==> src/rtl/logic_unit_pkg.sv <==
// logic_unit_pkg: shared types for the registered bitwise logic unit.
// Holds the operation and FSM state encodings used by logic_unit_pipe and logic_op_core.
`timescale 1ns/1ps

package logic_unit_pkg;

   // Operation select, encoded exactly as driven on in_op.
   typedef enum logic [2:0] {
      OP_AND  = 3'd0,
      OP_OR   = 3'd1,
      OP_NAND = 3'd2,
      OP_NOR  = 3'd3,
      OP_XOR  = 3'd4,
      OP_XNOR = 3'd5,
      OP_NOT  = 3'd6,
      OP_PASS = 3'd7
   } op_e;

   // Pipe control states: waiting, folding a burst, holding a result.
   typedef enum logic [1:0] {
      ST_IDLE  = 2'd0,
      ST_CHAIN = 2'd1,
      ST_OUT   = 2'd2
   } state_e;

   localparam int OP_W = 3;

endpackage : logic_unit_pkg

==> src/rtl/logic_op_core.sv <==
// logic_op_core: purely combinational W-bit bitwise operator y = op(x, z).
// Unary ops (NOT, PASS) act on x only; result bit i depends only on operand bit i.
`timescale 1ns/1ps

module logic_op_core
   import logic_unit_pkg::*;
#(
   parameter int W = 8
) (
   input  logic [OP_W-1:0] op_i,
   input  logic [W-1:0]    x_i,
   input  logic [W-1:0]    z_i,
   output logic [W-1:0]    y_o
);

   op_e op;

   assign op = op_e'(op_i);

   // Select the bitwise function of the two operands.
   always_comb begin
      // NOTE: y_o gets a default before the case so no latch can be inferred.
      y_o = '0;
      case (op)
         OP_AND:  y_o = x_i & z_i;
         OP_OR:   y_o = x_i | z_i;
         OP_NAND: y_o = ~(x_i & z_i);
         OP_NOR:  y_o = ~(x_i | z_i);
         OP_XOR:  y_o = x_i ^ z_i;
         OP_XNOR: y_o = ~(x_i ^ z_i);
         OP_NOT:  y_o = ~x_i;
         OP_PASS: y_o = x_i;
         default: y_o = '0;
      endcase
   end

endmodule : logic_op_core

==> src/rtl/logic_unit_pipe.sv <==
// logic_unit_pipe: registered W-bit logic unit with valid/ready on both sides,
// a one-entry output register and chain mode that folds a burst of operands into one result.
// Optional feature macro LOGIC_UNIT_FLAGS_EN adds registered out_zero / out_parity flags.
`timescale 1ns/1ps

module logic_unit_pipe
   import logic_unit_pkg::*;
#(
   parameter  int W         = 8,
   parameter  int MAX_CHAIN = 16,
   localparam int CW        = $clog2(MAX_CHAIN + 1)
) (
   input  logic            clk,
   input  logic            rst,
   input  logic            in_valid,
   output logic            in_ready,
   input  logic [W-1:0]    in_a,
   input  logic [W-1:0]    in_b,
   input  logic [OP_W-1:0] in_op,
   input  logic            in_chain,
   input  logic            in_last,
   output logic            out_valid,
   input  logic            out_ready,
   output logic [W-1:0]    out_y,
   output logic [CW-1:0]   out_beats,
`ifdef LOGIC_UNIT_FLAGS_EN
   output logic            out_zero,
   output logic            out_parity,
`endif
   output logic            out_trunc
);

   state_e        state_q, state_d;
   op_e           op_q, op_d;
   logic [W-1:0]  acc_q, acc_d;
   logic [CW-1:0] cnt_q, cnt_d;
   logic          out_valid_q, out_valid_d;
   logic [W-1:0]  out_y_q, out_y_d;
   logic [CW-1:0] out_beats_q, out_beats_d;
   logic          out_trunc_q, out_trunc_d;

   logic          accept;
   logic          first_beat;
   op_e           beat_op;
   logic          unary_op;
   logic [W-1:0]  core_x, core_z, core_y;
   logic [CW-1:0] cnt_next;
   logic          hit_max;
   logic          terminate;
   logic          trunc_now;
   logic          load_out;

   // Ready depends only on state and out_ready so upstream never sees a loop through in_valid.
   assign in_ready = (state_q == ST_IDLE) || (state_q == ST_CHAIN) ||
                     ((state_q == ST_OUT) && out_ready);
   assign accept   = in_valid && in_ready;

   // Any beat not arriving in CHAIN opens a new result and uses its own op and operand B.
   assign first_beat = (state_q != ST_CHAIN);
   assign beat_op    = first_beat ? op_e'(in_op) : op_q;
   assign unary_op   = (beat_op == OP_NOT) || (beat_op == OP_PASS);

   // First beat folds (in_a, in_b); later beats fold (acc, in_a), unary ops see in_a directly.
   assign core_x = (first_beat || unary_op) ? in_a : acc_q;
   assign core_z = first_beat ? in_b : in_a;

   logic_op_core #(
      .W (W)
   ) u_core (
      .op_i (beat_op),
      .x_i  (core_x),
      .z_i  (core_z),
      .y_o  (core_y)
   );

   // Beat count and end-of-result decision for the beat currently offered.
   assign cnt_next  = first_beat ? CW'(1) : (cnt_q + CW'(1));
   assign hit_max   = (cnt_next == CW'(MAX_CHAIN));
   assign terminate = !in_chain || in_last || hit_max;
   assign trunc_now = in_chain && !in_last && hit_max;
   assign load_out  = accept && terminate;

   // Next-state logic: fold accepted beats, publish finished results, retire taken results.
   always_comb begin
      state_d     = state_q;
      op_d        = op_q;
      acc_d       = acc_q;
      cnt_d       = cnt_q;
      out_valid_d = out_valid_q;
      out_y_d     = out_y_q;
      out_beats_d = out_beats_q;
      out_trunc_d = out_trunc_q;

      if (accept) begin
         acc_d = core_y;
         if (first_beat) begin
            op_d = op_e'(in_op);
         end
         if (terminate) begin
            state_d     = ST_OUT;
            cnt_d       = '0;
            out_valid_d = 1'b1;
            out_y_d     = core_y;
            out_beats_d = cnt_next;
            out_trunc_d = trunc_now;
         end else begin
            // A burst opened while leaving OUT retires the old result; out_y keeps its value.
            state_d     = ST_CHAIN;
            cnt_d       = cnt_next;
            out_valid_d = 1'b0;
         end
      end else if ((state_q == ST_OUT) && out_ready) begin
         state_d     = ST_IDLE;
         out_valid_d = 1'b0;
      end
   end

   // State and output registers; reset discards any partial chain.
   always_ff @(posedge clk or posedge rst) begin
      if (rst) begin
         state_q     <= ST_IDLE;
         op_q        <= OP_AND;
         acc_q       <= '0;
         cnt_q       <= '0;
         out_valid_q <= 1'b0;
         out_y_q     <= '0;
         out_beats_q <= '0;
         out_trunc_q <= 1'b0;
      end else begin
         // NOTE: sequential state uses non-blocking assignments so every register samples pre-edge values.
         state_q     <= state_d;
         op_q        <= op_d;
         acc_q       <= acc_d;
         cnt_q       <= cnt_d;
         out_valid_q <= out_valid_d;
         out_y_q     <= out_y_d;
         out_beats_q <= out_beats_d;
         out_trunc_q <= out_trunc_d;
      end
   end

   assign out_valid = out_valid_q;
   assign out_y     = out_y_q;
   assign out_beats = out_beats_q;
   assign out_trunc = out_trunc_q;

`ifdef LOGIC_UNIT_FLAGS_EN
   logic out_zero_q, out_parity_q;

   // Flags load only together with a new result so they stay aligned with out_y.
   always_ff @(posedge clk or posedge rst) begin
      if (rst) begin
         out_zero_q   <= 1'b0;
         out_parity_q <= 1'b0;
      end else if (load_out) begin
         out_zero_q   <= (core_y == '0);
         out_parity_q <= ^core_y;
      end
   end

   assign out_zero   = out_zero_q;
   assign out_parity = out_parity_q;
`else
   logic unused_load_out;
   assign unused_load_out = load_out;
`endif

endmodule : logic_unit_pipe
==> config.mk <==
export PLATFORM = sky130hd
export DESIGN_NAME = logic_unit_pipe
export DESIGN_NICKNAME = d
export VERILOG_FILES = /design/src/rtl/logic_unit_pkg.sv /design/src/rtl/logic_op_core.sv /design/src/rtl/logic_unit_pipe.sv
export SDC_FILE = /design/constraint.sdc
export NUM_CORES = 1
export LEC_CHECK = 0
export CAP_MARGIN = 10
export CORE_MARGIN = 2
export CORE_UTILIZATION = 55
export CTS_CLUSTER_SIZE = 25
export DETAILED_ROUTE_END_ITERATION = 6
export PLACE_DENSITY = 0.93
export SLEW_MARGIN = 20
export SYNTH_ARGS = -nofsm -noshare
export SYNTH_HDL_FRONTEND = slang
export SYNTH_SLANG_ARGS = --single-unit
==> constraint.sdc <==
create_clock -name clk -period 2.59 [get_ports clk]
set_clock_uncertainty 0.2 [all_clocks]
set_input_delay 0.518 -clock clk [delete_from_list [all_inputs] [get_ports clk]]
set_output_delay 0.518 -clock clk [all_outputs]
set_load 0.05 [all_outputs]
==> results.toml, run 1 <==
[finish]
fin_area_um2 = 3246
stdcell_count = 396
fillers = 371
drive_above_1_share_pct = 14.91
fin_nets = 384
antenna_cells = 0
syn2layout_area_growth_pct = 23.17

[synth]
ys_ff_latch = 32
synth_cells = 298
netlist_area_um2 = 2635
async_flop_share_pct = 100.0
ys_warn_count = 0
syn_area_per_cell_um2 = 8.842
synthDistinctLibCells = 37
synth_ff_type = "dfrtp_1"
syn-num-nets = 340
yosysSeqAreaShare_pct = 30.39
synth-edff-count = 0

[worst_setup_path]
rr_startpoint = "out_valid"
crit_type = "reg -> reg"
r2r-end = "out_y[7]"
r2r_cells = 10
cp-start-kind = "flop"
endpoint_kind = "flop"
crit_fanout = 8
arrival_ps = 2330
r2r_slack_ps = 210
required_ps = 2550

[hold_path]
whs_endpoint = "out_beats[1]"
hold_path_class = "reg -> reg"
hold_start = "out_beats[1]"
hold_depth = 2

[power]
power_leakage_nw = 1.480
comb_power_share_pct = 51.7
share_seq_of_total_power_pct = 30.7
p_int_mw = 1.349
pwr-share-clk_pct = 17.6
p_sw_share_pct = 42.97
power.switching_mw = 1.016
ir_drop_uv = 580.3
powerDensity_nw_per_um2 = 728.7

[clock_network]
postCtsHoldBufs = 0
cts_root_buf = "clkbuf_8"
numCtsBuffers = 5
clk_latency_ps = 280
post-cts-setup-buffers = 0
cts_tree = "built"
cts_resized = 0
path_clk_slew_ps = 60
htreeDepth = 2
clockBufferDepth = 2
clkSinkCount = 32

[global_route]
grt_pass1_vias = 2403
grt_pass1_wl_um = 10780
grt_overflow = 0
antenna_found_initial = 0
grt_max_degree = 33
grt_usage_pct = 26.72

[timing]
finalMaxSlewViolations = 0
rsz0062_at_grt = "no"
finalWorstSetupSlack_ps = 214.7
maxSlewHeadroom_pct = 53.90
hold_violations = 0
layout_min_cycle_time_ps = 2375
fin_tns_setup_ps = 0
finalSetupViolCount = 0
timing.final.crit_share_pct = 91.71
worst_slew_pin_slew_ps = 688.3
fmax_ghz = 0.4210

[placed_design]
gp_congestion = 0.8623
place_area_um2 = 3149
placedCellCount = 389
dpl_worst_slack_ps = 98.16
io_buffers = 40
hpwl_um = 4901

[die]
die_w_um = 73.22
fp.coreArea_um2 = 4661
num_rows = 25
start_util_pct = 56.54
die-area_um2 = 5360
die_y_um = 73.22
num_io_pins = 41

[run]
max_cap_viol_count = 0

[drt]
route.detailed.drc = 0
ant_nets = 0
num_vias = 2408
postRouteWirelength_um = 6632
firstDrtPassIters = 4
viasPerCell = 6.081
route.detailed.wl_per_inst_um = 16.75
drt_iter0_drc = 184

[run_status]
outcome = "finished, final reports clean"
## sequential cells by signal, summed over array words and instances (netlist names)
| signal | flops |
|---|---|
| acc_q | 8 |
| out_trunc | 1 |
| op_q | 3 |
| out_valid | 1 |
| cnt_q | 5 |
| out_beats | 5 |
| out_y | 8 |
| state_q | 1 |
## power groups by stage
stage | Combinational, mW | Sequential [mW] | Clock [mW]
3_5_place_dp | 1.22 | 0.735 | 0
2_1_floorplan | 0.668 | 0.913 | 0
5_1_grt | 1.31 | 0.739 | 0.450
6_report | 1.22 | 0.726 | 0.416
3_3_place_gp | 1.17 | 0.726 | 0
4_1_cts | 1.23 | 0.726 | 0.425
## placed cells by master (no fill, tap or decap), types with 8 or more instances in the layout
| cell type | synthesis | final |
|---|---|---|
| a21oi_1 | 17 | 17 |
| a31oi_1 | 18 | 18 |
| clkdlybuf4s50_1 | 0 | 39 |
| dfrtp_1 | 32 | 32 |
| ha_1 | 17 | 17 |
| inv_1 | 23 | 23 |
| mux2i_1 | 18 | 18 |
| nand2_1 | 51 | 51 |
| nand3_1 | 8 | 8 |
| nor2_1 | 31 | 31 |
| o21ai_0 | 10 | 10 |
| o21ai_1 | 8 | 8 |
| o221ai_2 | 14 | 14 |
## cells by family after synthesis
group,Yosys count,share of synthesized area [%]
multiplexers,24,11.68
flip-flops,32,30.39
AO/OA/AOI/OAI,84,24.50
AND/OR/NAND/NOR,101,16.48
adder cells (fa/ha/maj),17,8.072
XOR/XNOR,3,0.9973
buffers and inverters,37,7.882
## how the worst max path moves through the flow
stage | from | end | slack, ps | cells after the start
finish | out_valid | out_y[7] | 210 | 10
global route | out_valid | acc_q[7] | 60 | 9
CTS | out_valid | out_y[7] | 190 | 10
detailed placement | in_a[7] | out_y[7] | 100 | 8
global placement | in_op[1] | acc_q[4] | 210 | 8
floorplan | out_valid | acc_q[7] | 30 | 9
## through the flow
| step | utilization [%] | power, mW | hold slack [ps] |
|---|---|---|---|
| 2_1_floorplan | - | 1.581 | 258.6 |
| 3_3_place_gp | 67.57 | 1.901 | 260.5 |
| 3_5_place_dp | 67.57 | 1.957 | 260.0 |
| 4_1_cts | 69.64 | 2.376 | 273.3 |
| 5_1_grt | 69.64 | 2.499 | 324.5 |
| 6_report | 69.64 | 2.365 | 270.3 |
## layer usage
layer	wire [um]	part of all wire (%)	vias to the layer above	GRT usage (%)
met2	3407	51	105	45.85
met3	443	6.7	18	4.696
met4	180	2.7	0	13.17
met5	0	0	-	0
met1	2601	39	1151	32.07
li1	-	-	1134	-
## worst max-delay path, stage by stage, from the launching register on
cell and delay (ps):
dfrtp_1 410, and2b_2 240, nand2_1 100, buf_12 150, mux2i_1 270, inv_1 70, ha_1 210, o21ai_1 230
o221ai_2 140, o221ai_2 90, a31oi_1 120
## area by class of cell
cell class              count  area (um2)  share of cell area, %
multi-input cells         229        1627                  50.12
flip-flops and latches     32       800.8                  24.67
repair buffers             51       568.0                  17.50
clock buffers               7       96.34                  2.968
inverters                  23       86.33                  2.660
well taps                  54       67.56                  2.082
## Yosys cell counts (2+ instances only)
cell / instances / share of area [%]
o221ai_2: 14 / 8.0
clkbuf_1: 3 / 0.43
nor2_1: 31 / 4.4
nand2_1: 51 / 7.3
o211ai_2: 2 / 0.95
xor2_1: 2 / 0.66
nand2_2: 2 / 0.47
o21ai_1: 8 / 1.5
a21boi_0: 6 / 1.7
ha_1: 17 / 8.1
nand3_1: 8 / 1.5
o31ai_1: 2 / 0.57
mux2i_1: 18 / 6.8
a21oi_1: 17 / 3.2
inv_1: 23 / 3.3
buf_6: 2 / 0.85
a31oi_1: 18 / 4.3
and2_1: 2 / 0.47
buf_4: 7 / 2.0
mux2i_4: 5 / 4.3
nand2b_1: 2 / 0.47
a21oi_2: 3 / 1.0
o21ai_0: 10 / 1.9
dfrtp_1: 32 / 30
Note: power is estimated with default switching activity, not from simulation.
==> inputs of run 2 (changes only) <==
==> constraint.sdc (replaced) <==
create_clock -name clk -period 2.59 [get_ports clk]
set_clock_uncertainty 0.2 [all_clocks]
set_input_delay 0.3885 -clock clk [delete_from_list [all_inputs] [get_ports clk]]
set_output_delay 0.3885 -clock clk [all_outputs]
set_load 0.05 [all_outputs]
==> results.toml, run 2 (synthesis results as in run 1) <==
[worst_setup_path]
crit_type = "reg -> reg"
critPathLaunch = "out_valid"
endpoint_kind = "flop"
crit_fanout = 16
cp-start-kind = "flop"
arrival_ps = 2390
required_ps = 2560
rr_startpoint = "out_valid"

[timing]
fin_tns_setup_ps = 0
layout_min_cycle_time_ps = 2424
finalSetupViolCount = 0
timing.final.crit_share_pct = 93.60
rsz0062_at_grt = "no"
maxSlewHeadroom_pct = 58.63
fmax_ghz = 0.4125
hold_violations = 0
worst_slew_pin_slew_ps = 617.7
finalMaxSlewViolations = 0

[drt]
route.detailed.drc = 0
postRouteWirelength_um = 6662
num_vias = 2389
met1Wirelength_um = 2886
firstDrtPassIters = 4
topRoutingLayerUsed = "met4"
wl_met3_um = 454
viasPerCell = 5.987
met2_length_um = 3251
drt_iter0_drc = 251
ant_nets = 0
route.detailed.wl_per_inst_um = 16.70

[die]
start_util_pct = 56.54
die-area_um2 = 5360
die_w_um = 73.22
die_y_um = 73.22
fp.coreArea_um2 = 4661
num_io_pins = 41
num_rows = 25

[power]
p_sw_share_pct = 42.92
powerDensity_nw_per_um2 = 749.9
pwr-share-clk_pct = 20.0
share_seq_of_total_power_pct = 30.3
power.switching_mw = 1.033
ir_drop_uv = 581.3
power_leakage_nw = 1.471
comb_power_share_pct = 49.7
p_int_mw = 1.374

[clock_network]
numCtsBuffers = 5
cts_resized = 0
clockBufferDepth = 2
path_clk_slew_ps = 70
htreeDepth = 2
postCtsHoldBufs = 0
clk_latency_ps = 290
cts_tree = "built"
clkSinkCount = 32
post-cts-setup-buffers = 0
cts_root_buf = "clkbuf_8"

[finish]
fillers = 354
final_common_cell = "nand2_1"
antenna_cells = 0
fin_area_um2 = 3209
drive_above_1_share_pct = 15.36
syn2layout_area_growth_pct = 21.79
postLayoutCoreUtil_pct = 68.86
layout_common_cells = "51 x nand2_1, 39 x clkdlybuf4s50_1, 32 x dfrtp_1, 31 x nor2_1, 23 x inv_1"
fin_nets = 386
stdcell_count = 399

[placed_design]
io_buffers = 40
placedCellCount = 391
gp_congestion = 0.8718
hpwl_um = 4640
place_area_um2 = 3102

[hold_path]
hold_start = "out_beats[2]"
hold_path_class = "reg -> reg"

[global_route]
grt_overflow = 0
grt_pass1_vias = 2273
grt_usage_pct = 26.59
antenna_found_initial = 0
grt_pass1_wl_um = 10830
grt_max_degree = 33

[run]
max_cap_viol_count = 0

[run_status]
outcome = "finished, final reports clean"
## run 2: cell count changes in the layout (fill, tap and decap cells not counted), sizes merged
cell / change
buf: +2
bufinv: +1
clkbuf: -1
clkinv: +1
## run 2: through the flow
stage / power (mW) / hold WS (ps) / setup WS, ps
after CTS: 2.402 / 269.7 / 152.8
final: 2.407 / 268.1 / 165.7
after detailed placement: 1.916 / 255.5 / 261.0
after floorplan: 1.581 / 258.6 / 32.81
after global routing: 2.541 / 302.2 / 7.203
after global placement: 1.872 / 254.0 / 317.2
## run 2: worst paths after layout
check	endpoint	slack [ps]	depth (start not counted)
max reg2reg	out_y[2]	170	8
min reg2reg	out_beats[2]	270	2
max in group asynchronous	op_q[2]	1600	3
min in group asynchronous	out_beats[4]	280	3
min	out_beats[2]	270	2
max	out_y[2]	170	8
## run 2: critical path: stages (launching register included)
cell and delay (ps):
dfrtp_1 420, nand2b_4 320, nand2_1 150, a21boi_0 350
ha_1 330, nor2_1 150, a21oi_1 80, o221ai_2 200
a31oi_1 100
## run 2: area by class of cell
class	count	area, um2	area share [%]
clock inverter	2	35.03	1.092
timing repair buffer	53	520.5	16.22
multi-input combinational	229	1627	50.68
inverter	23	86.33	2.690
tap	54	67.56	2.105
sequential	32	800.8	24.95
clock buffer	6	72.57	2.261
## run 2: metal layers
layer	GRT usage, %	vias up
li1	-	1139
met1	36.24	1134
met2	42.84	106
met3	5.110	10
met4	7.819	0
met5	0	-
## run 2: power by group through the flow
stage / registers [mW] / logic [mW] / clock network, mW
3_5_place_dp: 0.736 / 1.18 / 0
6_report: 0.729 / 1.20 / 0.482
3_3_place_gp: 0.731 / 1.14 / 0
5_1_grt: 0.742 / 1.29 / 0.512
4_1_cts: 0.729 / 1.19 / 0.483
2_1_floorplan: 0.913 / 0.668 / 0
==> inputs of run 3 (changes only) <==
ABC_AREA = 1   (was not set)
MAX_ROUTING_LAYER = met4   (was not set)
==> results.toml, run 3 <==
[run_status]
outcome = "finished, final reports clean"

[timing]
hold_ws_ps = 231.8
finalMaxSlewViolations = 0
fin_tns_setup_ps = 0
finalWorstSetupSlack_ps = 153.7
fmax_ghz = 0.4105
timing.final.crit_share_pct = 94.07
maxSlewHeadroom_pct = 66.07
hold_violations = 0
layout_min_cycle_time_ps = 2436
finalSetupViolCount = 0
worst_slew_pin_slew_ps = 507.4

[worst_setup_path]
crit_type = "reg -> reg"
crit_path_frequent_cell = "nand2_1"
cpMaxStageDelayCell = "dfrtp_2"
cp_num_buf_inv = 2
arrival_ps = 2410
crit_fanout = 14
cp_slowest_stage_delay_ps = 480
required_ps = 2570
cp-start-kind = "flop"
cpLargestDelayFamily = "simple AND/OR/NAND/NOR gates"
endpoint_kind = "flop"
cp_cell_sequence = "nand2_8 > nand2_1 > nand2_2 > nand2_4 > buf_12 > nand3_1 > nand2_1 > ha_1 > inv_1 > nand4_1 > nand2_1 > nor2_1 > nand3_1 > nand3_1 > nand2_1"

[synth]
synth_compound_area_share_pct = 5.673
syn_area_per_cell_um2 = 6.571
synth_cells = 433
synth_ff_type = "dfrtp_1"
synthDistinctLibCells = 29
yosys.cell_count.top_type = "nand2_1"
synth-edff-count = 0
yosysTopAreaCell = "dfrtp_1"
syn-num-nets = 475
synth_top_family_by_area = "simple AND/OR/NAND/NOR gates"
synthMuxAreaShare_pct = 0
synth_fa_ha_area_share_pct = 7.476
synth_xor_area_share_pct = 0
synthTopCellsByArea = "dfrtp_1 28%, nand2_1 15%, nand3_1 11%, inv_1 9.6%, ha_1 7.5%"
yosysSeqAreaShare_pct = 28.14
async_flop_share_pct = 100.0
ys_ff_latch = 32
synthTopCellsByCount = "115 x nand2_1, 73 x inv_1, 65 x nand3_1"
ys_warn_count = 0
synth-simple-area-share_pct = 43.54
netlist_area_um2 = 2845
synth_top_area_share_pct = 28.14

[global_route]
antenna_found_initial = 0
grt_pass1_vias = 3027
grt_usage_pct = 28.94
grt_pass1_wl_um = 13420
grt_overflow = 0
grt_max_degree = 33

[die]
die-area_um2 = 5765
num_io_pins = 41
die_w_um = 75.93
start_util_pct = 56.43
fp.coreArea_um2 = 5042
die_y_um = 75.93
num_rows = 26

[clock_network]
clk_latency_ps = 300
cts_root_buf = "clkbuf_8"
htreeDepth = 2
cts_tree = "built"
path_clk_slew_ps = 70
clkSinkCount = 32
numCtsBuffers = 5
post-cts-setup-buffers = 0
clockBufferDepth = 2

[power]
ir_drop_uv = 473.7
power_leakage_nw = 1.854
p_total_mw = 1.233
powerDensity_nw_per_um2 = 353.8

[drt]
firstDrtPassIters = 5
route.detailed.drc = 0
drt_iter0_drc = 394
route.detailed.wl_per_inst_um = 14.70
ant_nets = 0
viasPerCell = 5.664
num_vias = 3104
postRouteWirelength_um = 8053

[finish]
fin_nets = 519
syn2layout_area_growth_pct = 22.52
antenna_cells = 0
fin_area_um2 = 3486
drive_above_1_share_pct = 12.13
stdcell_count = 548
layout_common_cells = "113 x nand2_1, 72 x inv_1, 65 x nand3_1, 39 x clkdlybuf4s50_1, 32 x nand4_1"
postLayoutCoreUtil_pct = 69.13
fillers = 384
final_common_cell = "nand2_1"

[run]
max_cap_viol_count = 0

[placed_design]
gp_congestion = 0.9566
hpwl_um = 5588
placedCellCount = 540
place_area_um2 = 3342
io_buffers = 40
dpl_worst_slack_ps = -90.89

[hold_path]
hold_path_class = "in -> async"
-- run 3: logic make-up (layout without fill, tap and decap cells) --
kind of cell	after synthesis	count (layout)
AO/OA/AOI/OAI	28	28
AND/OR/NAND/NOR	260	260
flip-flops	32	32
buffers and inverters	96	141
adder cells (fa/ha/maj)	17	17
-- run 3: where the power goes --
| group | internal, mW | total (mW) | switching (mW) |
|---|---|---|---|
| registers | 0.499 | 0.499 | 0 |
| clock network | 0.285 | 0.483 | 0.197 |
| logic | 0.103 | 0.251 | 0.148 |
| total | 0.888 | 1.23 | 0.345 |
-- run 3: worst paths after layout --
kind,startpoint,endpoint,slack (ps),cells after the start
worst max register to register,state_q[0],out_y[0],150,15
max in group asynchronous,rst,state_q[0],1780,3
worst min-delay path,rst,cnt_q[0],230,3
worst max-delay path,state_q[0],out_y[0],150,15
worst min register to register,out_y[4],out_y[4],290,2
min in group clk,out_y[4],out_y[4],290,2
-- run 3: timing repair --
action / 4_1_cts / 5_1_grt
resized for setup: 1 / 9
endpoints found under the hold margin: 0 / 0
hold buffers: 0 / 0
setup endpoints to repair: 3 / 16
pin swaps: 0 / 2
-- run 3: layout make-up --
type,instances,area (um2),area share (%)
multi-input cells,305,1643,47.13
flip-flops and latches,32,803.3,23.04
repair buffers,56,543.0,15.58
inverters,77,301.5,8.650
well taps,70,87.58,2.513
clock buffers,6,72.57,2.082
clock inverters,2,35.03,1.005
-- run 3: per-layer routing --
metal  share of wire [%]  vias to the layer above  wire length, um  GRT usage (%)
li1                    -                     1475                -              -
met2                  51                      165             4102          48.93
met5                   0                        -                0              -
met3                 6.9                       35              557          4.643
met4                 2.9                        0              235          14.00
met1                  39                     1429             3158          33.69
-- run 3: worst register-to-register path, delay by kind of cell, from the launching register on --
kind | cells | cell delay (ps)
adder cells (fa/ha/maj) | 1 | 320
AND/OR/NAND/NOR | 12 | 1110
flip-flops | 1 | 480
buffers and inverters | 2 | 210
